==> src/rtl/seq_pkg.sv <==
// Shared definitions for the "001" sequence detector and its serial front end.
// Holds the FSM state type, the idle line level and the default word width.
package seq_pkg;

    typedef enum logic [0:0] {
        ST_IDLE  = 1'b0,
        ST_SHIFT = 1'b1
    } seq_state_t;

    // A steady 1 on the detector input keeps it parked in its initial state.
    localparam logic IDLE_LEVEL = 1'b1;

    localparam int unsigned DEFAULT_WIDTH = 32'd8;

endpackage

==> src/rtl/seq_bit_counter.sv <==
// Loadable down-counter over WIDTH bit positions with enable and a
// terminal-count flag raised when the count sits at zero.
module seq_bit_counter
    import seq_pkg::*;
#(
    parameter int unsigned WIDTH = DEFAULT_WIDTH
) (
    input  logic                     clk,
    input  logic                     reset,
    input  logic                     load,
    input  logic [$clog2(WIDTH)-1:0] load_value,
    input  logic                     en,
    output logic [$clog2(WIDTH)-1:0] count,
    output logic                     terminal
);

    localparam int unsigned CW = $clog2(WIDTH);
    localparam logic [CW-1:0] ONE = CW'(1);

    assign terminal = (count == '0);

    // Load wins over enable; the count never wraps below zero.
    always_ff @(posedge clk) begin
        if (reset) begin
            count <= '0;
        end else if (load) begin
            count <= load_value;
        end else if (en && !terminal) begin
            count <= count - ONE;
        end else begin
            count <= count;
        end
    end

endmodule

==> src/rtl/seq_bit_serializer.sv <==
// Parallel-in, serial-out feeder for the "001" detector: words arrive over a
// valid/ready handshake and leave one bit per enabled cycle on bit_out.
module seq_bit_serializer
    import seq_pkg::*;
#(
    parameter int unsigned WIDTH     = DEFAULT_WIDTH,
    parameter bit          MSB_FIRST = 1'b1,
    parameter logic        IDLE_BIT  = IDLE_LEVEL
) (
    input  logic             clk,
    input  logic             reset,
    input  logic             load_valid,
    output logic             load_ready,
    input  logic [WIDTH-1:0] load_data,
    input  logic             shift_en,
    output logic             bit_out,
    output logic             bit_valid,
    output logic             busy,
    output logic             word_done
);

    localparam int unsigned CW = $clog2(WIDTH);
    localparam logic [CW-1:0] LAST_INDEX = CW'(WIDTH - 32'd1);

    function automatic logic head_bit(input logic [WIDTH-1:0] w);
        return MSB_FIRST ? w[WIDTH-1] : w[0];
    endfunction

    function automatic logic [WIDTH-1:0] advance(input logic [WIDTH-1:0] w);
        return MSB_FIRST ? {w[WIDTH-2:0], 1'b0} : {1'b0, w[WIDTH-1:1]};
    endfunction

    seq_state_t       state_r;
    logic [WIDTH-1:0] shift_r;
    logic [WIDTH-1:0] next_shift_s;
    logic [CW-1:0]    count_s;
    logic             last_s;
    logic             last_step_s;
    logic             accept_s;
    logic             count_en_s;

    assign next_shift_s = advance(shift_r);
    assign last_step_s  = (state_r == ST_SHIFT) && shift_en && last_s;
    assign load_ready   = (state_r == ST_IDLE) || last_step_s;
    assign accept_s     = load_valid && load_ready;
    assign count_en_s   = (state_r == ST_SHIFT) && shift_en && (count_s != '0);

    seq_bit_counter #(
        .WIDTH (WIDTH)
    ) u_counter (
        .clk        (clk),
        .reset      (reset),
        .load       (accept_s),
        .load_value (LAST_INDEX),
        .en         (count_en_s),
        .count      (count_s),
        .terminal   (last_s)
    );

    // FSM, shift register and registered serial outputs. bit_out is loaded
    // with the next head bit so it always mirrors the register's head.
    always_ff @(posedge clk) begin
        if (reset) begin
            state_r   <= ST_IDLE;
            shift_r   <= '0;
            bit_out   <= IDLE_BIT;
            bit_valid <= 1'b0;
            busy      <= 1'b0;
            word_done <= 1'b0;
        end else begin
            word_done <= last_step_s;
            case (state_r)
                ST_IDLE: begin
                    if (accept_s) begin
                        state_r   <= ST_SHIFT;
                        shift_r   <= load_data;
                        bit_out   <= head_bit(load_data);
                        bit_valid <= 1'b1;
                        busy      <= 1'b1;
                    end else begin
                        state_r   <= ST_IDLE;
                        bit_out   <= IDLE_BIT;
                        bit_valid <= 1'b0;
                        busy      <= 1'b0;
                    end
                end
                ST_SHIFT: begin
                    if (accept_s) begin
                        // Reload on the last-bit cycle keeps the stream gapless.
                        state_r   <= ST_SHIFT;
                        shift_r   <= load_data;
                        bit_out   <= head_bit(load_data);
                        bit_valid <= 1'b1;
                        busy      <= 1'b1;
                    end else if (last_step_s) begin
                        state_r   <= ST_IDLE;
                        bit_out   <= IDLE_BIT;
                        bit_valid <= 1'b0;
                        busy      <= 1'b0;
                    end else if (shift_en) begin
                        shift_r   <= next_shift_s;
                        bit_out   <= head_bit(next_shift_s);
                    end else begin
                        shift_r   <= shift_r;
                        bit_out   <= bit_out;
                    end
                end
                default: begin
                    state_r   <= ST_IDLE;
                    bit_out   <= IDLE_BIT;
                    bit_valid <= 1'b0;
                    busy      <= 1'b0;
                end
            endcase
        end
    end

endmodule

==> config.mk <==
export PLATFORM = sky130hd
export DESIGN_NAME = seq_bit_serializer
export DESIGN_NICKNAME = d
export VERILOG_FILES = /design/src/rtl/seq_pkg.sv /design/src/rtl/seq_bit_counter.sv /design/src/rtl/seq_bit_serializer.sv
export SDC_FILE = /design/constraint.sdc
export NUM_CORES = 1
export LEC_CHECK = 0
export BUFFER_PORTS_ARGS = -buffer_cell sky130_fd_sc_hd__clkbuf_2
export CAP_MARGIN = 5
export CORE_MARGIN = 8
export CORE_UTILIZATION = 45
export CTS_CLUSTER_DIAMETER = 150
export DETAILED_ROUTE_END_ITERATION = 7
export PLACE_DENSITY = 0.83
export SETUP_SLACK_MARGIN = 0.5
export SLEW_MARGIN = 40
export SYNTH_ARGS = -nofsm -noshare
export SYNTH_HDL_FRONTEND = slang
export SYNTH_SLANG_ARGS = --single-unit
==> constraint.sdc <==
create_clock -name clk -period 1.65 [get_ports clk]
set_input_delay 0.0825 -clock clk [delete_from_list [all_inputs] [get_ports clk]]
set_output_delay 0.0825 -clock clk [all_outputs]
set_load 0.01 [all_outputs]
==> results.ini, run 1 <==
[cells_and_area]
design_area_um2 = 981
mostFrequentLayoutCells = clkbuf_2, dfxtp_1, o21ai_0, buf_4
syn2layout_area_growth_pct = 25.2
antenna_cells = 0
fin_nets = 123
layout_commonest_cell = clkbuf_2
drive_gt1_frac = 0.486

[critical_path]
r2r_start = u_counter.count[0]
slowest_delay_ns = 0.39
critPathTopFamily = simple AND/OR/NAND/NOR gates
rr_endpoint = shift_r[3]
path_cells = inv_2 -> ha_4 -> or3b_4 -> and2_4 -> a311oi_2
start_kind = register
cp_max_fo = 7
crit_type = register to register
cp.required_ns = 1.85
r2r_cells = 5
rrSetupSlack_ns = 0.19
end_kind = register
slowest_stage = or3b_4
critPathArrivalTime_ns = 1.67
crit_buf_inv = 1

[sta]
slew_headroom = 0.749
min_period_over_period = 0.885
hold_viol = 0
rsz0062_at_grt = true
fin_crit_ns = 1.46
finalSetupViolations = 0
fin_skew_ns = 0.00137
timing.setup.tns_ns = 0
finalMaxSlewViolations = 0
fmax_ghz = 0.685
worst_slew_pin_slew_ns = 0.377

[grt]
antenna_found_initial = 0
grt_max_degree = 18
grt_usage = 0.118
grt_pass1_wl_mm = 3.15
grt-ovfl-total = 0
grt_pass1_vias = 719

[logic_synthesis]
synth.net_count = 100
syn_inst = 86
ys_ff_latch = 14
synth.distinct_cells = 30
yosysWarningCount = 0
synth_area_um2 = 783
ys_seq_area_frac = 0.358
avgSynthCellArea_um2 = 9.11

[hold_path]
holdPathStages = 3
hold_path.class = primary input to register
min_from = load_data[0]
holdPathEnd = shift_r[0]

[placement]
dpl.hpwl_mm = 1.28
gp_congestion = 0.877
dpl-instance-area_um2 = 863
io_buffers = 16

[power_and_ir_drop]
pwr_density_cell_mw_per_mm2 = 871
combPwrFrac = 0.303
clkPwrFrac = 0.230
power_frac_seq = 0.467
peakVddDrop_mv = 0.701
switchingPower_mw = 0.269
p_int_mw = 0.586
p_sw_frac = 0.315
power_leakage_nw = 0.387

[route]
viasPerCell = 5.89
drc_errors = 0
wl_per_cell_um = 16.0
vias = 730
first_pass_iters = 4
drt_iter0_drc = 16
ant_nets = 0
wl_mm = 1.98

[clocking]
clock-root-buffer = clkbuf_4
cts_tree = done
ctsLongestPathBuffers = 2
cts_hold_buf = 0
cts_sinks = 14
cts-buffers-inserted = 3
clk_latency_ns = 0.28
clkTransAtPathRegs_ns = 0.08
htree_levels = 1

[run]
maxCapViolCount = 0

[die]
coreArea_mm2 = 0.00169
num_rows = 15
fp.dieW_um = 57.7
num_io_pins = 17
die_h_um = 57.7
die_area_mm2 = 0.00333
initial_core_util = 0.464

[outcome]
outcome = complete, no violations

[stage by stage]
step | instances | utilization | worst slack (ns) | power, mW | hold slack [ns]
after CTS | 122 | 0.556 | 0.193 | 0.833 | 0.0535
after global routing | 124 | 0.581 | 0.129 | 0.907 | 0.0696
final | 124 | 0.581 | 0.190 | 0.855 | 0.0557
after floorplan | 86 | - | 0.113 | 0.564 | 0.150
after detailed placement | 113 | 0.511 | 0.121 | 0.608 | 0.364
after global placement | 113 | 0.511 | 0.171 | 0.601 | 0.337
[Yosys cell counts]
master,instances,area share
dfxtp_1,14,0.36
a21oi_1,11,0.070
o21ai_0,9,0.058
nand3_1,8,0.051
a311oi_2,6,0.12
inv_1,5,0.024
clkbuf_1,4,0.019
a31oi_1,2,0.016
buf_6,2,0.029
ha_1,2,0.032
nand2_1,2,0.0096
nor2b_1,2,0.016
or3_1,2,0.016
a21bo_2,1,0.013
a221o_1,1,0.013
a41o_1,1,0.013
and2_1,1,0.0080
and2_4,1,0.011
and3b_2,1,0.013
and4b_1,1,0.013
buf_4,1,0.0096
mux2_2,1,0.014
nand2b_1,1,0.0080
nand3b_1,1,0.0096
nand4_1,1,0.0080
nand4b_1,1,0.011
nor2_1,1,0.0048
nor3_1,1,0.0064
o32ai_2,1,0.021
or3b_1,1,0.011
[layer usage]
layer / global-route usage / vias to the layer above / part of all wire
li1: - / 367 / -
met1: 0.126 / 330 / 0.40
met2: 0.215 / 27 / 0.51
met3: 0.0486 / 6 / 0.069
met4: 0.0210 / 0 / 0.015
met5: 0 / - / 0
[flip-flops by register name, summed over array words and instances (netlist names)]
signal           flops
state_r              1
shift_r              7
u_counter.count      3
busy                 1
bit_out              1
word_done            1
[worst register-to-register path, cell delays in order (launching register included)]
cell and delay, ns:
dfxtp_2 0.33, inv_2 0.07, ha_4 0.15, or3b_4 0.39, and2_4 0.19, a311oi_2 0.25
[cells by family (layout without fill, tap and decap cells)]
kind of cell	after synthesis	count (layout)	synth area share
and+or+nand+nor	25	25	0.197
buffers and inverters	12	33	0.0815
adders and majority gates	2	2	0.0319
DFF	14	14	0.358
AOI/OAI and AO/OA	32	32	0.318
muxes	1	1	0.0144
[worst max path at each step]
stage | end | startpoint | slack, ns | cells after the start
after global placement | shift_r[4] | u_counter.count[1] | 0.17 | 5
after floorplan | shift_r[4] | u_counter.count[1] | 0.11 | 7
after global routing | shift_r[4] | u_counter.count[1] | 0.13 | 5
after detailed placement | shift_r[4] | u_counter.count[1] | 0.12 | 5
final | shift_r[3] | u_counter.count[0] | 0.19 | 5
after CTS | shift_r[4] | u_counter.count[1] | 0.19 | 5
[power by group through the flow]
| stage | Combinational, mW | Clock, mW | Sequential, mW |
|---|---|---|---|
| floorplan | 0.167 | 0 | 0.397 |
| global placement | 0.200 | 0 | 0.401 |
| CTS | 0.232 | 0.206 | 0.396 |
| finish | 0.259 | 0.197 | 0.399 |
| detailed placement | 0.205 | 0 | 0.403 |
| global route | 0.284 | 0.220 | 0.402 |
[layout make-up]
type | count | area (um^2)
Timing Repair Buffer | 25 | 151
Sequential cell | 14 | 283
Multi-Input combinational cell | 60 | 484
Fill cell | 154 | 708
Tap cell | 17 | 21.3
Clock buffer | 3 | 22.5
Inverter | 5 | 18.8
[what timing repair did]
item,CTS,global route
endpoints found under the setup margin,12,14
pin swaps,2,3
resized for setup,3,8
setup buffers,6,2
Note: power is estimated with default switching activity, not from simulation.
==> run 2, diff against run 1 <==
--- a/config.mk
+++ b/config.mk
@@ -10,9 +10,10 @@
 export CORE_MARGIN = 8
 export CORE_UTILIZATION = 45
 export CTS_CLUSTER_DIAMETER = 150
+export CTS_CLUSTER_SIZE = 24
 export DETAILED_ROUTE_END_ITERATION = 7
 export PLACE_DENSITY = 0.83
-export SETUP_SLACK_MARGIN = 0.5
+export SETUP_SLACK_MARGIN = 0.15
 export SLEW_MARGIN = 40
 export SYNTH_ARGS = -nofsm -noshare
 export SYNTH_HDL_FRONTEND = slang
==> constraint.sdc (replaced) <==
create_clock -name clk -period 1.65 [get_ports clk]
set_input_delay 0.165 -clock clk [delete_from_list [all_inputs] [get_ports clk]]
set_output_delay 0.165 -clock clk [all_outputs]
set_load 0.01 [all_outputs]
==> run 2 against run 1 <==
Net effect:
- clock skew up 0.0028 ns
- cell count down 2.4%
- combinational power down 10%
- non-clock buffer count down 3
- clock power down 5%
- core utilization down 3.2 points
- worst hold slack better by 0.088 ns
- critical path type unchanged
- largest cell class unchanged
==> results.ini, run 2 (same netlist as run 1, synthesis figures left out) <==
[outcome]
outcome = complete, no violations

[die]
fp.dieW_um = 57.7
num_io_pins = 17
die_area_mm2 = 0.00333
coreArea_mm2 = 0.00169
die_h_um = 57.7
num_rows = 15
initial_core_util = 0.464

[route]
wl_per_cell_um = 15.5
drc_errors = 0
vias = 712
first_pass_iters = 4
ant_nets = 0
drt_iter0_drc = 23
viasPerCell = 5.88
wl_mm = 1.88

[cells_and_area]
largest_reg_flops = 7
fin_nets = 120
drive_gt1_frac = 0.404
layout_commonest_cell = clkbuf_2
mostFrequentLayoutCells = clkbuf_2, dfxtp_1, a21oi_1
fillers = 160
top_regs = shift_r: 7 flops, u_counter.count: 3 flops
fin_util = 0.549
top_register = shift_r
syn2layout_area_growth_pct = 18.4
antenna_cells = 0

[placement]
dpl.hpwl_mm = 1.27
gp_congestion = 0.882
io_buffers = 16

[hold_path]
hold_path.class = primary input to register
min_from = load_data[0]
holdPathEnd = shift_r[0]
holdPathStages = 3

[clocking]
clk_latency_ns = 0.28
cts-buffers-inserted = 3
cts_sinks = 14
ctsLongestPathBuffers = 2
clock-root-buffer = clkbuf_4
cts_hold_buf = 0
cts_tree = done
clkTransAtPathRegs_ns = 0.08
htree_levels = 1

[sta]
hold_viol = 0
hold_ws_ns = 0.144
worst_slew_pin_slew_ns = 0.391
fmax_ghz = 0.658
finalSetupViolations = 0
fin_crit_ns = 1.52
fin_skew_ns = 0.00420
slew_headroom = 0.739
timing.setup.tns_ns = 0
rsz0062_at_grt = true
min_period_over_period = 0.922
finalMaxSlewViolations = 0

[power_and_ir_drop]
peakVddDrop_mv = 0.593
pwr_density_cell_mw_per_mm2 = 880
power_mw = 0.816
power_leakage_nw = 0.365

[critical_path]
rrSetupSlack_ns = 0.13
critPathArrivalTime_ns = 1.67
r2r_start = u_counter.count[1]
end_kind = register
r2r_cells = 6
cp.required_ns = 1.80
crit_type = register to register
rr_endpoint = shift_r[2]
start_kind = register
cp_max_fo = 7

[grt]
grt_pass1_wl_mm = 2.94
grt_max_degree = 18
antenna_found_initial = 0
grt_pass1_vias = 657
grt-ovfl-total = 0
grt_usage = 0.112

[run]
maxCapViolCount = 0

run 2: area by class of cell:
class                      instances  area, um^2  area share
sequential                        14         282       0.304
tap                               17        21.3      0.0229
clock buffer                       3        22.5      0.0243
timing repair buffer              22         125       0.135
multi-input combinational         60         458       0.494
inverter                           5        18.8      0.0202
run 2: what timing repair did:
item	CTS	global route
setup buffers	0	5
gates resized for setup	2	1
endpoints found under the hold margin	0	0
gates cloned	0	0
endpoints found under the setup margin	7	8
run 2: where the power goes:
group | leakage, nW | internal, mW | total, mW | switching (mW)
Sequential | 0.116 | 0.372 | 0.396 | 0.0239
Combinational | 0.235 | 0.110 | 0.233 | 0.123
Clock | 0.0138 | 0.0846 | 0.187 | 0.102
run 2: worst max-delay path: stages (launching register included):
cell and delay, ns:
dfxtp_1 0.32, inv_2 0.07, ha_4 0.16, or3b_4 0.42
buf_4 0.16, a21oi_1 0.20, a311oi_2 0.07
run 2: per-layer routing:
layer | part of all wire | routed length, um | track usage
met1 | 0.43 | 807 | 0.119
met2 | 0.49 | 919 | 0.190
met3 | 0.075 | 140 | 0.0596
met4 | 0.0043 | 8 | 0.0315
met5 | 0 | 0 | 0
run 2: worst max-delay path by stage:
stage	start	cells past startpoint	slack [ns]	endpoint
after floorplan	u_counter.count[1]	7	0.11	shift_r[4]
after global placement	u_counter.count[1]	5	0.18	shift_r[4]
after detailed placement	u_counter.count[0]	5	0.11	shift_r[4]
after CTS	u_counter.count[0]	5	0.16	shift_r[4]
after global routing	u_counter.count[0]	6	0.07	shift_r[2]
final	u_counter.count[1]	6	0.13	shift_r[2]
run 2: through the flow:
step                setup slack [ns]  instances  instance area, um^2
floorplan                      0.113         86                  796
global placement               0.180        113                  860
detailed placement             0.111        113                  860
CTS                            0.156        116                  886
global route                  0.0697        121                  927
finish                         0.129        121                  927
==> run 3, diff against run 2 <==
--- a/config.mk
+++ b/config.mk
@@ -5,14 +5,14 @@
 export SDC_FILE = /design/constraint.sdc
 export NUM_CORES = 1
 export LEC_CHECK = 0
+export ABC_AREA = 1
 export BUFFER_PORTS_ARGS = -buffer_cell sky130_fd_sc_hd__clkbuf_2
-export CAP_MARGIN = 5
 export CORE_MARGIN = 8
 export CORE_UTILIZATION = 45
 export CTS_CLUSTER_DIAMETER = 150
 export CTS_CLUSTER_SIZE = 24
 export DETAILED_ROUTE_END_ITERATION = 7
-export PLACE_DENSITY = 0.83
+export PLACE_DENSITY = 0.84
 export SETUP_SLACK_MARGIN = 0.15
 export SLEW_MARGIN = 40
 export SYNTH_ARGS = -nofsm -noshare
==> run 3 against run 2 <==
Net effect:
- register-to-register slack improved by 0.10 ns
- sequential share of layout area increased by 1.2 points
- wire length decreased by 16%
- cell count increased by 12%
- global-route usage decreased by 1.3 points
- combinational power decreased by 12%
- via count decreased by 6.7%
- final area decreased by 3.4%
- non-clock buffer count unchanged
- clock skew increased by 0.0020 ns
- worst hold slack got worse by 0.0031 ns
- critical path depth increased by 1
==> results.ini, run 3 <==
[placement]
dpl-instance-area_um2 = 768
pre_cts_ws_ns = 0.0801
io_buffers = 16
dpl.hpwl_mm = 1.01
gp_congestion = 0.823

[logic_synthesis]
syn_inst = 97
yosys.cell_count.top_type = nor2_1
avgSynthCellArea_um2 = 7.16
synth_area_um2 = 694
synth-edff-count = 0
synth_xor_xnor_area_share = 0.0252
synth.distinct_cells = 20
ys_ff_latch = 14
synthAdderAreaFrac = 0.0360
synth_top_family_by_area = simple AND/OR/NAND/NOR gates
yosysWarningCount = 0
synth-compound-area-share = 0.133
yosys-top-cells-area = dfxtp_1, nor2_1, nand2_1
synth_ff_type = dfxtp_1
synth_top_area_cell = dfxtp_1
yosys-mux-area-fraction = 0
ys_seq_area_frac = 0.404
synth.net_count = 111
ys_top_cells_by_count = nor2_1, nand2_1, dfxtp_1
synth-async-reset-ratio = 0
synth_top_area_share = 0.404
synthSimpleGateAreaFrac = 0.288

[die]
num_io_pins = 17
die_h_um = 55.3
coreArea_mm2 = 0.00147
initial_core_util = 0.472
die_area_mm2 = 0.00306
fp.dieW_um = 55.3
num_rows = 14

[critical_path]
start_kind = register
crit_type = register to primary output
critPathArrivalTime_ns = 1.28
end_kind = primary output
slowest_stage = dfxtp_2
rrSetupSlack_ns = 0.23
path_common_cell = nand2_4
slowest_delay_ns = 0.33
path_cells = inv_4 -> ha_4 -> inv_2 -> nor2_4 -> nand2_4 -> nand2_4 -> buf_6
cp.required_ns = 1.48
cp_max_fo = 5

[cells_and_area]
multi_input_area_um2 = 384
mostFrequentLayoutCells = nor2_1, nand2_1, clkbuf_2
syn2layout_area_growth_pct = 29.0
layout_commonest_cell = nor2_1
top_register = shift_r
antenna_cells = 0
fin_nets = 135
design_area_um2 = 896
largest_reg_flops = 7
top_regs = shift_r: 7 flops, u_counter.count: 3 flops
drive_gt1_frac = 0.336
fillers = 149
regArea_um2 = 283

[route]
drt_iter0_drc = 5
wl_per_cell_um = 11.7
drc_errors = 0
vias = 664
viasPerCell = 4.92
wl_mm = 1.58
ant_nets = 0
first_pass_iters = 4

[sta]
min_period_over_period = 0.876
fmax_ghz = 0.691
rsz0062_at_grt = false
finalSetupViolations = 0
fin_skew_ns = 0.00619
fin_ws_ns = 0.204
hold_viol = 0
slew_headroom = 0.814
timing.setup.tns_ns = 0
worst_slew_pin_slew_ns = 0.278
fin_crit_ns = 1.45
finalMaxSlewViolations = 0

[grt]
grt_pass1_wl_mm = 2.56
grt_pass1_vias = 608
grt-ovfl-total = 0
grt_max_degree = 13
grt_usage = 0.100
antenna_found_initial = 0

[clocking]
clock-root-buffer = clkbuf_4
cts-buffers-inserted = 3
ctsLongestPathBuffers = 2
clkTransAtPathRegs_ns = 0.08
cts_hold_buf = 0
htree_levels = 1
clk_latency_ns = 0.29
cts_sinks = 14
cts_tree = done

[power_and_ir_drop]
peakVddDrop_mv = 0.622
power_leakage_nw = 0.442
pwr_density_cell_mw_per_mm2 = 883

[hold_path]
hold_path.class = primary input to register

[outcome]
outcome = complete, no violations

[run]
maxCapViolCount = 0

run 3: changes by cell type in the layout (fill, tap and decap cells not counted), moves of 3 or more:
cell,previous run,this run
nor2_1,1,21
nand2_1,2,17
o21ai_0,9,1
a311oi_2,6,0
inv_1,3,9
nand3_1,8,2
o21ai_1,0,6
a21oi_1,10,5
nand2_4,0,3
run 3: per-stage QoR:
stage | power (mW) | std cells | utilization | hold slack (ns)
after floorplan | 0.513 | 97 | - | 0.234
after CTS | 0.748 | 129 | 0.546 | 0.128
after global routing | 0.842 | 135 | 0.609 | 0.143
final | 0.791 | 135 | 0.609 | 0.140
after detailed placement | 0.548 | 126 | 0.522 | 0.436
after global placement | 0.542 | 126 | 0.522 | 0.428
run 3: routing by layer:
metal | track usage | vias up | wire (um)
met4 | 0.0423 | 0 | 18
met5 | 0 | - | 0
li1 | - | 344 | -
met2 | 0.155 | 20 | 783
met1 | 0.0988 | 296 | 619
met3 | 0.0731 | 4 | 157
run 3: worst paths after layout:
| path | to | from | cells past startpoint |
|---|---|---|---|
| hold reg to reg | shift_r[0] | shift_r[0] | 2 |
| hold / removal | bit_out | load_data[7] | 3 |
| setup / recovery | load_ready | u_counter.count[0] | 7 |
| setup reg to reg | u_counter.count[0] | u_counter.count[0] | 9 |
run 3: critical path: cells and delay by family (launching register included):
family | cells | cell delay, ns
fa+ha+maj | 1 | 0.12
flops | 1 | 0.33
simple gates | 3 | 0.33
buf+inv | 3 | 0.22
run 3: final cells by class:
cell class | count | share of cell area
multi-input combinational | 66 | 0.429
timing repair buffer | 22 | 0.147
sequential | 14 | 0.316
clock buffer | 3 | 0.0251
inverter | 14 | 0.0615
tap | 16 | 0.0223
run 3: timing repair:
| action | in CTS | in global routing |
|---|---|---|
| pin swaps | 0 | 4 |
| setup endpoints to repair | 7 | 7 |
| setup buffers | 0 | 6 |
| gates resized for setup | 2 | 14 |
run 3: where the power goes:
group          switching [mW]  internal, mW  leakage (nW)
clock network           0.111        0.0849        0.0138
logic                   0.113        0.0908         0.311
registers              0.0207         0.371         0.117
run 3: logic make-up after synthesis:
family,after synthesis
xor gates and xnor gates,2
adders and majority gates,2
DFF,14
AOI/OAI and AO/OA,16
and+or+nand+nor,46
buffers and inverters,17
